**src/rtl/ev22_decode_pkg.sv**
```systemverilog
// Shared decode definitions: opcodes, TYPE layout, flag indices and
// default widths used by the decode stage and its branch-condition helper.
package ev22_decode_pkg;

    localparam int IW_DEFAULT          = 16;
    localparam int AW_DEFAULT          = 11;
    localparam int STACK_DEPTH_DEFAULT = 3;

    // Control-transfer opcodes (all have bit 4 set)
    localparam logic [4:0] OP_JMP = 5'b10000;
    localparam logic [4:0] OP_BZ  = 5'b10001;
    localparam logic [4:0] OP_BNZ = 5'b10010;
    localparam logic [4:0] OP_BC  = 5'b10011;
    localparam logic [4:0] OP_BN  = 5'b10100;
    localparam logic [4:0] OP_BSR = 5'b10101;
    localparam logic [4:0] OP_RET = 5'b10110;

    // Bit of TYPE that tells fetch the instruction touches the PC
    localparam int TYPE_PC_BIT = 6;

    // Positions of the flags inside the flag register
    localparam int FLAG_Z = 0;
    localparam int FLAG_C = 1;
    localparam int FLAG_N = 2;

    // Opcodes with bit 4 set belong to the control-transfer group
    function automatic logic is_ctrl_op(input logic [4:0] op);
        return op[4];
    endfunction

endpackage

```
**src/rtl/decode_branch_cond.sv**
```systemverilog
// Combinational branch-condition evaluator. Given an opcode and the
// effective Z/C/N flags, reports whether the opcode is a conditional
// branch and whether its condition holds.
import ev22_decode_pkg::*;

module branch_cond (
    input  logic [4:0] op_i,
    input  logic       z_i,
    input  logic       c_i,
    input  logic       n_i,
    output logic       taken_o,
    output logic       is_cond_o
);

    // Evaluate the condition of BZ/BNZ/BC/BN; everything else is not conditional
    always_comb begin
        taken_o   = 1'b0;
        is_cond_o = 1'b0;
        case (op_i)
            OP_BZ: begin
                taken_o   = z_i;
                is_cond_o = 1'b1;
            end
            OP_BNZ: begin
                taken_o   = ~z_i;
                is_cond_o = 1'b1;
            end
            OP_BC: begin
                taken_o   = c_i;
                is_cond_o = 1'b1;
            end
            OP_BN: begin
                taken_o   = n_i;
                is_cond_o = 1'b1;
            end
            default: begin
                taken_o   = 1'b0;
                is_cond_o = 1'b0;
            end
        endcase
    end

endmodule

```
**src/rtl/decode_branch.sv**
```systemverilog
// Decode stage feeding fetch. Registers the ROM word, decodes it, resolves
// branch conditions against a bypassed Z/C/N flag register and inserts one
// bubble after every PC redirect.
// Optional feature macro: DECODE_STACK_CHECK_EN -- when defined, tracks the
// subroutine-stack depth, suppresses BSR at full depth / RET at empty depth
// and raises sticky stack_ovf / stack_unf flags.
import ev22_decode_pkg::*;

module decode_branch #(
    parameter int IW          = ev22_decode_pkg::IW_DEFAULT,
    parameter int AW          = ev22_decode_pkg::AW_DEFAULT,
    parameter int STACK_DEPTH = ev22_decode_pkg::STACK_DEPTH_DEFAULT
) (
    input  logic          clk,
    input  logic          nreset,
    input  logic [IW-1:0] instr,
    input  logic          flag_we,
    input  logic          z_in,
    input  logic          c_in,
    input  logic          n_in,
    output logic [6:0]    TYPE,
    output logic          B1_OUT,
    output logic [AW-1:0] PC_VAL,
    output logic          SR_IN,
    output logic          ir_valid,
    output logic          stack_ovf,
    output logic          stack_unf
);

    logic [IW-1:0] ir_q;
    logic          ir_valid_q;
    logic [2:0]    flags_q;

    logic [4:0]    op_s;
    logic [AW-1:0] operand_s;
    logic          z_eff_s;
    logic          c_eff_s;
    logic          n_eff_s;
    logic          cond_taken_s;
    logic          is_cond_s;

    logic [6:0]    type_s;
    logic          b1_s;
    logic [AW-1:0] pc_val_s;
    logic          sr_s;
    logic          redirect_s;
    logic          bsr_exec_s;
    logic          ret_exec_s;
    logic          ovf_set_s;
    logic          unf_set_s;
    logic          bsr_block_s;
    logic          ret_block_s;

    assign op_s      = ir_q[IW-1:IW-5];
    assign operand_s = ir_q[AW-1:0];

    // A flag write in the decode cycle is visible to the branch immediately
    assign z_eff_s = flag_we ? z_in : flags_q[FLAG_Z];
    assign c_eff_s = flag_we ? c_in : flags_q[FLAG_C];
    assign n_eff_s = flag_we ? n_in : flags_q[FLAG_N];

    branch_cond u_branch_cond (
        .op_i      (op_s),
        .z_i       (z_eff_s),
        .c_i       (c_eff_s),
        .n_i       (n_eff_s),
        .taken_o   (cond_taken_s),
        .is_cond_o (is_cond_s)
    );

`ifdef DECODE_STACK_CHECK_EN
    localparam int DW = $clog2(STACK_DEPTH + 1);

    logic [DW-1:0] depth_q;
    logic [DW-1:0] depth_d;
    logic          ovf_q;
    logic          ovf_d;
    logic          unf_q;
    logic          unf_d;

    assign bsr_block_s = (depth_q == DW'(STACK_DEPTH));
    assign ret_block_s = (depth_q == '0);

    // Next depth follows executed BSR/RET; fault flags only ever set
    always_comb begin
        depth_d = depth_q;
        if (bsr_exec_s) begin
            depth_d = depth_q + DW'(1);
        end else if (ret_exec_s) begin
            depth_d = depth_q - DW'(1);
        end else begin
            depth_d = depth_q;
        end
        ovf_d = ovf_q | ovf_set_s;
        unf_d = unf_q | unf_set_s;
    end

    // Depth counter and sticky stack fault flags
    always_ff @(posedge clk or negedge nreset) begin
        if (!nreset) begin
            depth_q <= '0;
            ovf_q   <= 1'b0;
            unf_q   <= 1'b0;
        end else begin
            depth_q <= depth_d;
            ovf_q   <= ovf_d;
            unf_q   <= unf_d;
        end
    end

    assign stack_ovf = ovf_q;
    assign stack_unf = unf_q;
`else
    logic stack_unused_s;

    assign bsr_block_s    = 1'b0;
    assign ret_block_s    = 1'b0;
    assign stack_ovf      = 1'b0;
    assign stack_unf      = 1'b0;
    assign stack_unused_s = ^{bsr_exec_s, ret_exec_s, ovf_set_s, unf_set_s, 1'(STACK_DEPTH)};
`endif

    // Decode the IR into fetch controls and flag redirects / stack events
    always_comb begin
        type_s     = 7'd0;
        b1_s       = 1'b0;
        pc_val_s   = '0;
        sr_s       = 1'b0;
        redirect_s = 1'b0;
        bsr_exec_s = 1'b0;
        ret_exec_s = 1'b0;
        ovf_set_s  = 1'b0;
        unf_set_s  = 1'b0;
        if (!ir_valid_q) begin
            type_s = 7'd0;
        end else if (!is_ctrl_op(op_s)) begin
            type_s = {2'b00, op_s};
        end else begin
            case (op_s)
                OP_JMP, OP_BZ, OP_BNZ, OP_BC, OP_BN: begin
                    type_s                = {2'b00, op_s};
                    type_s[TYPE_PC_BIT]   = 1'b1;
                    b1_s                  = is_cond_s ? cond_taken_s : 1'b1;
                    pc_val_s              = operand_s;
                    redirect_s            = b1_s;
                end
                OP_BSR: begin
                    if (bsr_block_s) begin
                        ovf_set_s = 1'b1;
                    end else begin
                        type_s              = {2'b00, op_s};
                        type_s[TYPE_PC_BIT] = 1'b1;
                        sr_s                = 1'b1;
                        b1_s                = 1'b1;
                        pc_val_s            = {1'b0, operand_s[AW-2:0]};
                        redirect_s          = 1'b1;
                        bsr_exec_s          = 1'b1;
                    end
                end
                OP_RET: begin
                    if (ret_block_s) begin
                        unf_set_s = 1'b1;
                    end else begin
                        type_s              = {2'b00, op_s};
                        type_s[TYPE_PC_BIT] = 1'b1;
                        sr_s                = 1'b1;
                        redirect_s          = 1'b1;
                        ret_exec_s          = 1'b1;
                    end
                end
                default: begin
                    type_s = 7'd0;
                end
            endcase
        end
    end

    // IR, valid bit (dropped for one cycle after a redirect) and flag register
    always_ff @(posedge clk or negedge nreset) begin
        if (!nreset) begin
            ir_q       <= '0;
            ir_valid_q <= 1'b0;
            flags_q    <= 3'b000;
        end else begin
            ir_q       <= instr;
            ir_valid_q <= ~redirect_s;
            if (flag_we) begin
                flags_q[FLAG_Z] <= z_in;
                flags_q[FLAG_C] <= c_in;
                flags_q[FLAG_N] <= n_in;
            end else begin
                flags_q <= flags_q;
            end
        end
    end

    assign TYPE     = type_s;
    assign B1_OUT   = b1_s;
    assign PC_VAL   = pc_val_s;
    assign SR_IN    = sr_s;
    assign ir_valid = ir_valid_q;

endmodule

```
**config.mk**
```make
export PLATFORM = sky130hd
export DESIGN_NAME = decode_branch
export DESIGN_NICKNAME = d
export VERILOG_FILES = /design/src/rtl/ev22_decode_pkg.sv /design/src/rtl/decode_branch_cond.sv /design/src/rtl/decode_branch.sv
export SDC_FILE = /design/constraint.sdc
export NUM_CORES = 1
export LEC_CHECK = 0
export CORE_MARGIN = 4
export CORE_UTILIZATION = 36
export CTS_BUF_LIST = sky130_fd_sc_hd__clkbuf_16
export DETAILED_ROUTE_END_ITERATION = 6
export PLACE_DENSITY = 0.75
export SLEW_MARGIN = 10
export SYNTH_ARGS = -nofsm -noshare
export SYNTH_HDL_FRONTEND = slang
export SYNTH_HIERARCHICAL = 1
export SYNTH_SLANG_ARGS = --single-unit
```
**constraint.sdc**
```tcl
create_clock -name clk -period 1.8 [get_ports clk]
set_input_delay 0.45 -clock clk [delete_from_list [all_inputs] [get_ports clk]]
set_output_delay 0.45 -clock clk [all_outputs]
set_load 0.05 [all_outputs]
```
==> Yosys cells after proc, flatten, opt, wreduce, memory -nomap -nowiden <==
Index checks and enable logic that the tools add are counted.
Widths: inputs -> output; s select.
{ "op_classes": {"n_addsub": 0, "multipliers": 0, "bitwise": 2, "n_mux": 21, "shift": 0, "n_lt_le_gt_ge": 0, "n_reduce_logical": 4, "eq_ne": 7, "div_mod_pow": 0} }
{ "ops": {"columns": ["op", "n"], "rows": [
  ["$eq 5x5->1 const B", 7],
  ["$mux 11", 2],
  ["$pmux 11 s2", 1],
  ["$mux 7", 3],
  ["$mux 1", 12],
  ["$reduce_or 7->1", 1],
  ["$reduce_or 5->1", 1],
  ["$pmux 1 s2", 2],
  ["$pmux 1 s4", 1],
  ["$reduce_or 4->1", 1],
  ["$not 1->1", 2],
  ["$reduce_or 2->1", 1]
]} }
{ "totals": {"ff_bits": 20, "inputBits": 22, "mem_bits_rw": 0, "n_memories": 0, "wordCells": 37, "output_inout_bits": 23, "romBits": 0, "latch_bits": 0} }

==> Longest topological paths before layout <==
{ "depth": {"depth_word": 8, "depth_mapped": 6, "ltp_nobuf": 6} }

==> By module <==
Netlist, hierarchy kept.
{ "modules_own_cells": {"columns": ["mod", "area_per_inst_um2", "cells_each", "seq_area_each_um2", "n_inst"], "rows": [
  ["decode_branch", 872.1, 63, 500.5, 1],
  ["branch_cond", 71.3, 9, 0.0, 1]
]} }

==> Least setup slack after synthesis <==
Ideal clock, no wire load.
{ "synth_path": {"path_type": "register -> output", "startpoint": "register ir_valid_q (netlist: ir_valid)", "endpoint": "output port TYPE[6]", "slack_ps": -841, "arrival_ps": 2191, "n_path_buf": 2, "required_time_ps": 1350, "stages_incl_launch_ff": 5, "path_cell_list": "dfrtp_1 > nand3b_4 > buf_6 > a21oi_1 > buf_4"} }
{ "synth_between": {"elab_chain_cells": 1} }
{ "synth_rtl": {"columns": ["item", "line_no", "rtl"], "rows": [
  ["from (decl)", "decode_branch.sv:31", "logic ir_valid_q;"],
  ["from (signal assigned)", "decode_branch.sv:186", "ir_valid_q <= ~redirect_s;"],
  ["$mux 7", "decode_branch.sv:134", "if (!ir_valid_q) begin"],
  ["to (decl)", "decode_branch.sv:21", "output logic [6:0] TYPE,"]
]} }
No other way between the ends.

==> Worst setup path after layout <==
{ "layout_path": {"startpoint": "register flags_q[0]", "endpoint": "output port B1_OUT"} }
{ "layout_between": {"elab_chain_cells": 7} }
{ "layout_rtl": {"columns": ["item", "line_no", "rtl"], "rows": [
  ["from (decl)", "decode_branch.sv:32", "logic [2:0] flags_q;"],
  ["from (signal, indexed assignment)", "decode_branch.sv:188", "flags_q[FLAG_Z] <= z_in;"],
  ["from (signal, indexed assignment)", "decode_branch.sv:189", "flags_q[FLAG_C] <= c_in;"],
  ["from (signal, indexed assignment)", "decode_branch.sv:190", "flags_q[FLAG_N] <= n_in;"],
  ["$mux 1 *", "decode_branch.sv:58", "assign z_eff_s = flag_we ? z_in : flags_q[FLAG_Z];"],
  ["net z_eff_s", "decode_branch.sv:36", "logic z_eff_s;"],
  ["$not 1->1", "decode_branch_cond.sv:25", "taken_o = ~z_i;"],
  ["$pmux 1 s4 *", "decode_branch_cond.sv:19", "case (op_i)"],
  ["net cond_taken_s", "decode_branch.sv:39", "logic cond_taken_s;"],
  ["$mux 1 *", "decode_branch.sv:143", "b1_s = is_cond_s ? cond_taken_s : 1'b1;"],
  ["$pmux 1 s2 *", "decode_branch.sv:139", "case (op_s)"],
  ["$mux 1 *", "decode_branch.sv:136", "end else if (!is_ctrl_op(op_s)) begin"],
  ["$mux 1 *", "decode_branch.sv:134", null],
  ["to (decl)", "decode_branch.sv:22", "output logic B1_OUT,"]
]} }
The timed path passes the listed nets; every way through them passes the cells marked *.

==> impl_metrics.csv <==
group,metric,value,unit
power_and_ir_drop,p_int,0.00112,W
yosys,synth_xor_area_frac,0.0186,
layout,final_net_count,151,
setup_path,critical_path_class,"reg -> out",
yosys,synth_top_area_share,0.531,
global_routing,grt.total_usage,0.158,
power_and_ir_drop,vdd_drop_max,0.000632,V
place,dpl.hpwl,1.80,mm
global_routing,grt_overflow,0,
floorplan,start_util,0.381,
sta,finalWorstSetupSlack,-0.528,ns
clock_network,worst_skew_pair.late_latency,0.25,ns
floorplan,boundaryPins,45,
layout,ff_latch_area,502,um2
yosys,synthesis.area,943,um2
power_and_ir_drop,power_switching_share,0.252,
floorplan,die_h,59.2,um
power_and_ir_drop,power_frac_seq,0.332,
route,routed_wl,2.64,mm
route,drtPass1Iterations,2,
sta,finalHoldViolations,0,
global_routing,grt_first_pass_wirelength,4.05,mm
yosys,ys_seq_area_frac,0.531,
setup_path,critical_path_required,1.35,ns
clock_network,cts_sinks,20,
clock_network,cts_buffers,3,
floorplan,std_cell_rows,18,
yosys,synth-edff-count,0,
clock_network,clockBufferDepth,2,
floorplan,die_w,59.2,um
sta,fin_worst_skew,0.00175,ns
outcome,outcome,"finished, violations left",
sta,finalSetupViolCount,18,
layout,post-route-util,0.781,
route,drc_errors,0,
clock_network,root_buffer,"clkbuf_16",
yosys,synth_top_cell_by_area,"dfrtp_1",
sta,slew_viol_final,0,
yosys,synth_top_family_by_area,"simple AND/OR/NAND/NOR gates",
yosys,synth_compound_area_frac,0.0902,
route,viasPerCell,4.76,
layout,n_antenna_cell,0,
place,placed_area,1690,um2
sta,rsz0062_at_grt,"yes",
yosys,synth_seq_cells,20,
sta,min_period_over_period,1.29,
layout,final_area,1930,um2
route,dr_total_vias,752,
setup_path,startpoint_type,"flop",
yosys,synthAdderAreaFrac,0,
yosys,synth.area.top_cells,"dfrtp_1, nor3b_2, mux2_2",
yosys,synthCells,72,
power_and_ir_drop,power.total,0.00149,W
yosys,yosysUniqueCellTypes,27,
outcome,failed_checks,"negative setup slack",
clock_network,cts.clk_slew.worst_paths,0.05,ns
yosys,yosysMostFrequentCell,"dfrtp_1",
global_routing,antenna_found_initial,0,
yosys,synth.avg_cell_area,13.1,um2
power_and_ir_drop,p_comb_frac,0.268,
clock_network,hold_buffers,0,
setup_path,crit_fanout,3,
yosys,synth.yosys.warnings,6,
yosys,synthSimpleGateAreaFrac,0.244,
setup_path,arrival,1.88,ns
route,ant_nets,0,
yosys,synthFlopType,"dfrtp_1",
place,io_buffers,41,
setup_path,end_kind,"primary output",
route,wl_per_cell,16.7,um
global_routing,first_global_vias,816,
yosys,ys_top_cells_by_count,"dfrtp_1, nor3b_2",
clock_network,cts_tree,"built",
power_and_ir_drop,clkPwrFrac,0.400,
floorplan,die_area,3500,um2
sta,period_minus_slack,2.33,ns
place,gp_congestion,0.750,
job,cap_violations,0,
power_and_ir_drop,switchingPower,0.000376,W
power_and_ir_drop,power.leakage,0.819,nW
layout,fill_cells,132,
layout,final_layout_size_suffix_gt1_frac,0.547,
global_routing,grt_max_degree,15,
yosys,synth.area.mux_share,0.0477,
layout,areaGrowthSynthToFinish,105,%
sta,whs,0.461,ns
yosys,async_flop_share,1.00,
power_and_ir_drop,p_per_area,772,nW/um2
layout,multi_input_area,548,um2
floorplan,core,2480,um2
worst_hold_path,hold_class,"in -> async",
clock_network,cts_max_level,1,
route,drt_iter0_markers,8,
sta,fmax,430,MHz
-- cell type report --
cell class / instances / area share
Clock buffer: 3 / 0.0388
Clock inverter: 1 / 0.0155
Inverter: 1 / 0.00194
Multi-Input combinational cell: 47 / 0.283
Sequential cell: 20 / 0.259
Tap cell: 30 / 0.0194
Timing Repair Buffer: 56 / 0.382
-- flip-flops by register name, indices dropped and copies added, names as in the netlist --
register / count
ir_valid: 1
ir_q: 16
flags_q: 3
-- per-layer routing --
layer	wire length, um	track usage	up-vias
li1	-	-	360
met1	996	0.181	361
met2	1450	0.289	25
met3	117	0.0261	6
met4	82	0.0583	0
met5	0	0	-
-- metrics by stage --
step	setup TNS [ns]	setup WS, ns	cells
after global routing	-4.89	-0.612	158
after floorplan	-1.95	-0.422	74
final	-4.00	-0.528	158
after detailed placement	-1.41	-0.930	145
after CTS	-3.89	-0.539	155
after global placement	-1.31	-0.882	145
-- critical path, cell delays in order (launching register included) --
cell      delay (ns)
dfrtp_1         0.37
mux2_4          0.30
nor4b_4         0.23
a31oi_2         0.06
a21oi_2         0.14
nor2b_2         0.08
a211oi_4        0.26
buf_12          0.17
-- repair_timing --
item / CTS / global route
setup buffers: 5 / 4
resized for setup: 18 / 8
pin swaps: 17 / 9
setup endpoints to repair: 19 / 19
cloned: 1 / 0
-- layout by cell type, fill, tap and decap left out, types with 2 or more instances in the layout --
cell             netlist  routed
dfrtp_1               20      19
buf_12                 0      19
clkdlybuf4s50_1        0      18
nor3b_4                0      11
buf_4                  4       9
buf_6                  2       5
nand2_1                4       4
a21oi_2                1       4
a21o_1                 3       3
conb_1                 1       3
clkbuf_16              0       3
and2_4                 1       2
mux2_4                 0       2
mux2_2                 4       2
buf_8                  0       2
nor2_1                 2       2
-- cell families (layout without fill, tap and decap cells) --
kind of cell | Yosys count | in the layout
AND/OR/NAND/NOR | 25 | 26
other | 1 | 3
AO/OA/AOI/OAI | 12 | 12
flip-flops | 20 | 20
XOR/XNOR | 2 | 2
buffers and inverters | 8 | 61
multiplexers | 4 | 4
-- final timing paths --
kind / from / endpoint / slack, ns / depth (start not counted)
min in group clk: flags_q[1] / flags_q[1] / 0.50 / 1
worst max register to register: flags_q[0] / ir_valid / 0.03 / 7
worst max-delay path: flags_q[0] / B1_OUT / -0.53 / 7
worst min-delay path: nreset / flags_q[2] / 0.46 / 1
max in group asynchronous: nreset / ir_q[4] / 0.85 / 2
worst min register to register: flags_q[1] / flags_q[1] / 0.50 / 1
-- power by group through the flow --
stage          sequential (W)  combinational, W  clock (W)
2_1_floorplan        0.000504          0.000194          0
3_3_place_gp         0.000498          0.000355          0
3_5_place_dp         0.000501          0.000362          0
4_1_cts              0.000494          0.000385   0.000606
5_1_grt              0.000498          0.000418   0.000625
6_report             0.000495          0.000400   0.000598
(Power assumes the default switching activity.)
